[src/rtl/i2s_pkg.sv]
// Shared I2S framing constants and counter sizing, common to the receiver and transmitter.
// Pure declarations: no latency, no flow control.
package i2s_pkg;

    localparam logic LR_LEFT  = 1'b0;
    localparam logic LR_RIGHT = 1'b1;

    // Bit counter must hold 0..width inclusive.
    function automatic int cnt_width(input int width);
        return $clog2(width + 1);
    endfunction

endpackage

[src/rtl/i2s_sync_edge.sv]
// Synchronises sclk/lrclk/sdata into clk and flags sclk rising edges.
// Latency SYNC_STAGES+1 cycles to rise; no backpressure, free-running.
module i2s_sync_edge #(
    parameter int SYNC_STAGES = 2
) (
    input  logic clk,
    input  logic reset,
    input  logic sclk,
    input  logic lrclk,
    input  logic sdata,
    output logic rise,
    output logic lr_s,
    output logic sd_s
);

    logic [SYNC_STAGES-1:0] sclk_pipe;
    logic [SYNC_STAGES-1:0] lr_pipe;
    logic [SYNC_STAGES-1:0] sd_pipe;
    logic                   sclk_prev;

    // Equal depth on all three inputs keeps lrclk/sdata aligned with the detected edge.
    always_ff @(posedge clk) begin
        if (reset) begin
            sclk_pipe <= '0;
            lr_pipe   <= '0;
            sd_pipe   <= '0;
            sclk_prev <= 1'b0;
        end else begin
            sclk_pipe <= {sclk_pipe[SYNC_STAGES-2:0], sclk};
            lr_pipe   <= {lr_pipe[SYNC_STAGES-2:0], lrclk};
            sd_pipe   <= {sd_pipe[SYNC_STAGES-2:0], sdata};
            sclk_prev <= sclk_pipe[SYNC_STAGES-1];
        end
    end

    assign rise = sclk_pipe[SYNC_STAGES-1] & ~sclk_prev;
    assign lr_s = lr_pipe[SYNC_STAGES-1];
    assign sd_s = sd_pipe[SYNC_STAGES-1];

endmodule

[src/rtl/i2s_rx.sv]
// I2S slave receiver: deserialises L/R words into clk_sys with pair strobe, frame error and lock status.
// sample_valid one cycle after the R->L transition edge is seen; no backpressure, outputs hold until next pair.
module i2s_rx
    import i2s_pkg::*;
#(
    parameter int WIDTH       = 16,
    parameter int SYNC_STAGES = 2,
    parameter int TIMEOUT     = 1024
) (
    input  logic             clk_sys,
    input  logic             reset,
    input  logic             sclk,
    input  logic             lrclk,
    input  logic             sdata,
    output logic [WIDTH-1:0] left_chan,
    output logic [WIDTH-1:0] right_chan,
    output logic             sample_valid,
    output logic             frame_err,
    output logic             locked
);

    localparam int             CW       = cnt_width(WIDTH);
    localparam int             TW       = $clog2(TIMEOUT + 1);
    localparam logic [CW-1:0]  CNT_FULL = CW'(WIDTH);
    localparam logic [TW-1:0]  TO_LAST  = TW'(TIMEOUT - 1);
    localparam logic [TW-1:0]  TO_DONE  = TW'(TIMEOUT);

    logic             rise;
    logic             lr_s;
    logic             sd_s;

    logic             lr_prev;
    logic             seen;
    logic             pend;
    logic [CW-1:0]    cnt;
    logic [WIDTH-1:0] shreg;
    logic [WIDTH-1:0] pend_left;
    logic [1:0]       good;
    logic [TW-1:0]    wdog;

    logic             is_trans;
    logic             has_room;
    logic [WIDTH-1:0] sh_next;
    logic [CW-1:0]    total;
    logic [WIDTH-1:0] word;
    logic             short_word;
    logic             finalise;
    logic             fin_left;
    logic             fin_right;
    logic             deliver;
    logic             timeout;
    logic             bad;

    i2s_sync_edge #(
        .SYNC_STAGES (SYNC_STAGES)
    ) u_sync (
        .clk   (clk_sys),
        .reset (reset),
        .sclk  (sclk),
        .lrclk (lrclk),
        .sdata (sdata),
        .rise  (rise),
        .lr_s  (lr_s),
        .sd_s  (sd_s)
    );

    // The transition edge carries the outgoing channel's last bit, so it is folded in before finalising.
    always_comb begin
        is_trans   = rise && (lr_s != lr_prev);
        has_room   = cnt < CNT_FULL;
        sh_next    = has_room ? {shreg[WIDTH-2:0], sd_s} : shreg;
        total      = has_room ? cnt + CW'(1) : cnt;
        word       = sh_next << (CNT_FULL - total);
        short_word = total < CNT_FULL;
        finalise   = is_trans && seen;
        fin_left   = finalise && (lr_prev == LR_LEFT);
        fin_right  = finalise && (lr_prev == LR_RIGHT);
        deliver    = fin_right && pend;
        timeout    = !rise && (wdog == TO_LAST);
        bad        = finalise && short_word;
    end

    always_ff @(posedge clk_sys) begin
        if (reset) begin
            left_chan    <= '0;
            right_chan   <= '0;
            sample_valid <= 1'b0;
            frame_err    <= 1'b0;
            locked       <= 1'b0;
            lr_prev      <= LR_LEFT;
            seen         <= 1'b0;
            pend         <= 1'b0;
            cnt          <= '0;
            shreg        <= '0;
            pend_left    <= '0;
            good         <= '0;
            wdog         <= '0;
        end else begin
            sample_valid <= deliver;
            frame_err    <= bad;

            if (rise) begin
                wdog    <= '0;
                lr_prev <= lr_s;
                if (is_trans) begin
                    cnt   <= '0;
                    shreg <= '0;
                    seen  <= 1'b1;
                    if (fin_left) begin
                        pend_left <= word;
                        pend      <= 1'b1;
                    end
                    if (fin_right) begin
                        pend <= 1'b0;
                    end
                    if (deliver) begin
                        left_chan  <= pend_left;
                        right_chan <= word;
                    end
                end else if (has_room) begin
                    shreg <= sh_next;
                    cnt   <= cnt + CW'(1);
                end
            end else if (timeout) begin
                // Stream lost: forget phase and partial words, but keep the last delivered pair.
                wdog  <= TO_DONE;
                cnt   <= '0;
                shreg <= '0;
                pend  <= 1'b0;
                seen  <= 1'b0;
            end else if (wdog < TO_LAST) begin
                wdog <= wdog + TW'(1);
            end

            if (timeout || bad) begin
                good   <= '0;
                locked <= 1'b0;
            end else if (deliver) begin
                if (good != 2'd2) begin
                    good <= good + 2'd1;
                end
                if (good != 2'd0) begin
                    locked <= 1'b1;
                end
            end
        end
    end

endmodule

[config.mk]
export PLATFORM = sky130hd
export DESIGN_NAME = i2s_rx
export DESIGN_NICKNAME = d
export VERILOG_FILES = /design/src/rtl/i2s_pkg.sv /design/src/rtl/i2s_sync_edge.sv /design/src/rtl/i2s_rx.sv
export SDC_FILE = /design/constraint.sdc
export NUM_CORES = 1
export LEC_CHECK = 0
export CAP_MARGIN = 20
export CORE_AREA = 2 2 97 99
export DETAILED_ROUTE_END_ITERATION = 12
export DIE_AREA = 0 0 99 101
export PLACE_DENSITY = 0.82
export SLEW_MARGIN = 20
export SYNTH_ARGS = -nofsm -noshare
export SYNTH_HDL_FRONTEND = slang
export SYNTH_SLANG_ARGS = --single-unit
[constraint.sdc]
create_clock -name clk_sys -period 2.67 [get_ports clk_sys]
set_input_delay 0.801 -clock clk_sys [delete_from_list [all_inputs] [get_ports clk_sys]]
set_output_delay 0.801 -clock clk_sys [all_outputs]
set_load 0.01 [all_outputs]
==> insert_results.sql, run 1 <==
INSERT INTO impl_metrics (metric_group, metric, value, unit) VALUES
('cts', 'post_cts.repair.setup_buffers', '0', ''),
('synthesis', 'ys_async_sr_fraction', '0', '%'),
('synthesis', 'synth.net_count', '524', ''),
('global_route', 'grt_usage', '20.4', '%'),
('synthesis', 'netlist_top_cells_count', 'dfxtp_1, nand2_1, nor2_1', ''),
('setup_path', 'critical-path-top-delay-family', 'compound AO/OA/AOI/OAI gates', ''),
('setup_path', 'cp.required', '2.92', 'ns'),
('detailed_routing', 'remaining_drcs', '0', ''),
('detailed_routing', 'detail_route.iter0.violations', '228', ''),
('sta', 'tightestPinTransition', '0.596', 'ns'),
('setup_path', 'cp.arrival', '2.80', 'ns'),
('setup_path', 'critical_path_capture_point_type', 'flip-flop', ''),
('sta', 'final_worst_hold_slack', '0.447', 'ns'),
('synthesis', 'count_of_flip_flops_with_a_built_in_enable_after_synthesis', '0', ''),
('synthesis', 'syn_area', '4600', 'sq um'),
('die', 'die_y', '101', 'um'),
('synthesis', 'synthesis.instances', '513', ''),
('synthesis', 'postSynthAreaPerCell', '8.98', 'sq um'),
('die', 'i_o_pin_count', '40', ''),
('setup_path', 'critical_path.slowest_cell', 'xnor3_2', ''),
('global_route', 'vias_in_the_first_global_route', '3535', ''),
('synthesis', 'yosysTopAreaCell', 'dfxtp_1', ''),
('cts', 'clock_insertion_delay_at_the_later_pin_of_the_skew_report', '0.36', 'ns'),
('synthesis', 'synth-seq-cells', '95', ''),
('setup_path', 'worst-r2r-cell-count', '9', ''),
('global_route', 'grt_first_pass_wirelength', '16700', 'um'),
('placed_design', 'dp_hpwl', '7050', 'um'),
('power_and_ir_drop', 'power_per_cell_area', '483', 'nW/um^2'),
('sta', 'setup_repair_after_global_routing_missed_its_margin', 'yes', ''),
('cts', 'cts_max_level', '3', ''),
('synthesis', 'yosysSeqAreaShare', '41.3', '%'),
('flow_run', 'max_cap_violations', '0', ''),
('cts', 'clock_tree_from_tritoncts', 'done', ''),
('run_status', 'run_status', 'completed', ''),
('setup_path', 'cp-startpoint', 'cnt[0]', ''),
('detailed_routing', 'wirelength', '10000', 'um'),
('placed_design', 'gp_congestion', '0.875', ''),
('detailed_routing', 'detail_route.wl_per_cell', '15.2', 'um'),
('die', 'design.die.area', '10000', 'sq um'),
('sta', 'period_share', '95.6', '%'),
('setup_path', 'timing.rr.start', 'cnt[0]', ''),
('die', 'die_w', '99', 'um'),
('synthesis', 'ys.warnings.count', '0', ''),
('setup_path', 'slowest_delay', '0.45', 'ns'),
('sta', 'finClkSkew', '0.0148', 'ns'),
('setup_path', 'worstPathMaxFanout', '13', ''),
('global_route', 'grt_start_max_net_pins', '34', ''),
('cts', 'cts-hold-fix-buffers', '0', ''),
('detailed_routing', 'first_pass_iters', '5', ''),
('synthesis', 'yosysMostFrequentCell', 'dfxtp_1', ''),
('cts', 'cts_root_buffer', 'clkbuf_8', ''),
('worst_hold_path', 'hold_path_depth', '1', ''),
('power_and_ir_drop', 'peakVddDrop', '0.000305', 'V'),
('sta', 'setup_viol', '0', ''),
('cts', 'numCtsBuffers', '9', ''),
('synthesis', 'synth_cell_types', '52', ''),
('cts', 'worst_setup_hold_path_clk_slew', '0.09', 'ns'),
('power_and_ir_drop', 'power_leakage', '0.00194', 'uW'),
('finish', 'area.growth.synth_to_final', '15.5', '%'),
('sta', 'slew_headroom', '60.2', '%'),
('cts', 'clock_sinks', '95', ''),
('placed_design', 'count_of_buffers_from_port_buffering', '39', ''),
('sta', 'finalMaxSlewViolations', '0', ''),
('setup_path', 'critical_path_cell_count', '9', ''),
('detailed_routing', 'dr_total_vias', '3740', ''),
('die', 'placeableCoreArea', '8980', 'sq um'),
('power_and_ir_drop', 'finalPower', '2570', 'uW'),
('synthesis', 'netlist.area_leader.share', '41.3', '%'),
('cts', 'cts.repair.resized', '0', ''),
('finish', 'finalNetCount', '555', ''),
('setup_path', 'timing.critical_path.from_type', 'flip-flop', '');
==> path summary, 6_finish.rpt <==
check / slack (ns) / endpoint
min reg2reg: 0.45 / u_sync.lr_pipe[1]
max reg2reg: 0.12 / pend_left[12]
max: 0.12 / pend_left[12]
min: 0.45 / u_sync.lr_pipe[1]
==> power breakdown <==
group	internal, uW	leakage [uW]	total, uW	switching (uW)
sequential	1430	0.000767	1430	7.82
clock	449	0.0000994	981	533
combinational	60.5	0.00107	156	95.1
total	1930	0.00194	2570	635
==> worst register-to-register path: stages (launching register included) <==
cell and delay, ns:
dfxtp_1 0.34, ha_1 0.31, mux2i_1 0.18, ha_1 0.22, xnor3_2 0.45, buf_4 0.24, mux2i_1 0.13, a21o_1 0.26
a32oi_1 0.23, a21oi_1 0.09
==> state kept, by name, summed over array words and instances (netlist names), 2 cells and up <==
name and flops:
cnt 5, wdog 11, shreg 16, good 2, pend_left 16, left_chan 16, u_sync.lr_pipe 2, u_sync.sclk_pipe 2
u_sync.sd_pipe 2, right_chan 16
==> cell type report <==
type / count / area, sq um
timing repair buffer: 58 / 536
multi-input combinational: 373 / 2510
sequential: 95 / 1900
clock buffer: 10 / 128
inverter: 7 / 27.5
tap: 111 / 139
fill: 776 / 3660
clock inverter: 6 / 75.1
==> per-stage QoR <==
| stage | setup TNS, ns | util [%] | setup slack [ns] | instance area [sq um] | cells |
|---|---|---|---|---|---|
| after detailed placement | 0 | 56.6 | 0.0388 | 5080 | 644 |
| after floorplan | 0 | - | 0.248 | 4600 | 513 |
| after CTS | 0 | 58.8 | 0.0221 | 5280 | 660 |
| after global routing | -0.00442 | 59.2 | -0.00442 | 5320 | 660 |
| after global placement | 0 | 56.6 | 0.114 | 5080 | 644 |
| final | 0 | 59.2 | 0.118 | 5320 | 660 |
==> cell usage in the layout (no fill, tap or decap), types with 3 or more instances in the layout <==
cell type        Yosys  layout
a21o_1               4       4
a21oi_1             45      45
a22oi_1             21      21
a32oi_1              4       4
and3_1               3       3
buf_4                3      17
clkbuf_8             0       9
clkdlybuf4s50_1      0      38
dfxtp_1             95      95
ha_1                 6       6
inv_1                6       6
mux2_2              18      18
mux2i_1             22      22
mux4_2               7       7
nand2_1             75      75
nand2b_1             8       8
nand3_1              6       6
nand3b_1            13      13
nor2_1              53      51
nor2b_1             10      10
nor3_1               9       9
nor3_2               4       4
nor3b_1              3       3
nor4_2               2       3
o21ai_0             10      10
o21ai_1              7       7
xnor2_1              7       7
xor2_1               7       7
==> metal layers <==
layer  vias to the layer above  part of all wire, %  routed length [um]  GRT usage, %
met5                         -                    0                   0             0
met4                         0                  1.7                 170          6.64
met3                        14                  4.5                 448          5.13
met2                        97                   49                4870          33.6
met1                      1784                   45                4520          26.3
li1                       1845                    -                   -             -
==> cells by family (layout without fill, tap and decap cells) <==
| logic type | count (synthesis) | after routing | share of synthesized area (%) |
|---|---|---|---|
| fa+ha+maj | 6 | 6 | 1.63 |
| flops | 95 | 95 | 41.3 |
| mux | 50 | 50 | 13.8 |
| xor+xnor | 17 | 17 | 3.86 |
| simple gates | 199 | 199 | 21.1 |
| compound gates | 101 | 101 | 13.5 |
| buf+inv | 45 | 81 | 4.76 |
No activity file was read; power rests on OpenSTA's default activity.
==> run 2, diff against run 1 <==
--- a/config.mk
+++ b/config.mk
@@ -5,10 +5,12 @@
 export SDC_FILE = /design/constraint.sdc
 export NUM_CORES = 1
 export LEC_CHECK = 0
+export ABC_CLOCK_PERIOD_IN_PS = 2670
 export CAP_MARGIN = 20
 export CORE_AREA = 2 2 97 99
 export DETAILED_ROUTE_END_ITERATION = 12
 export DIE_AREA = 0 0 99 101
+export HOLD_SLACK_MARGIN = 0.1
 export PLACE_DENSITY = 0.82
 export SLEW_MARGIN = 20
 export SYNTH_ARGS = -nofsm -noshare
==> results of run 2 <==
The final DEF is identical to that of run 1; final timing and power are the same.
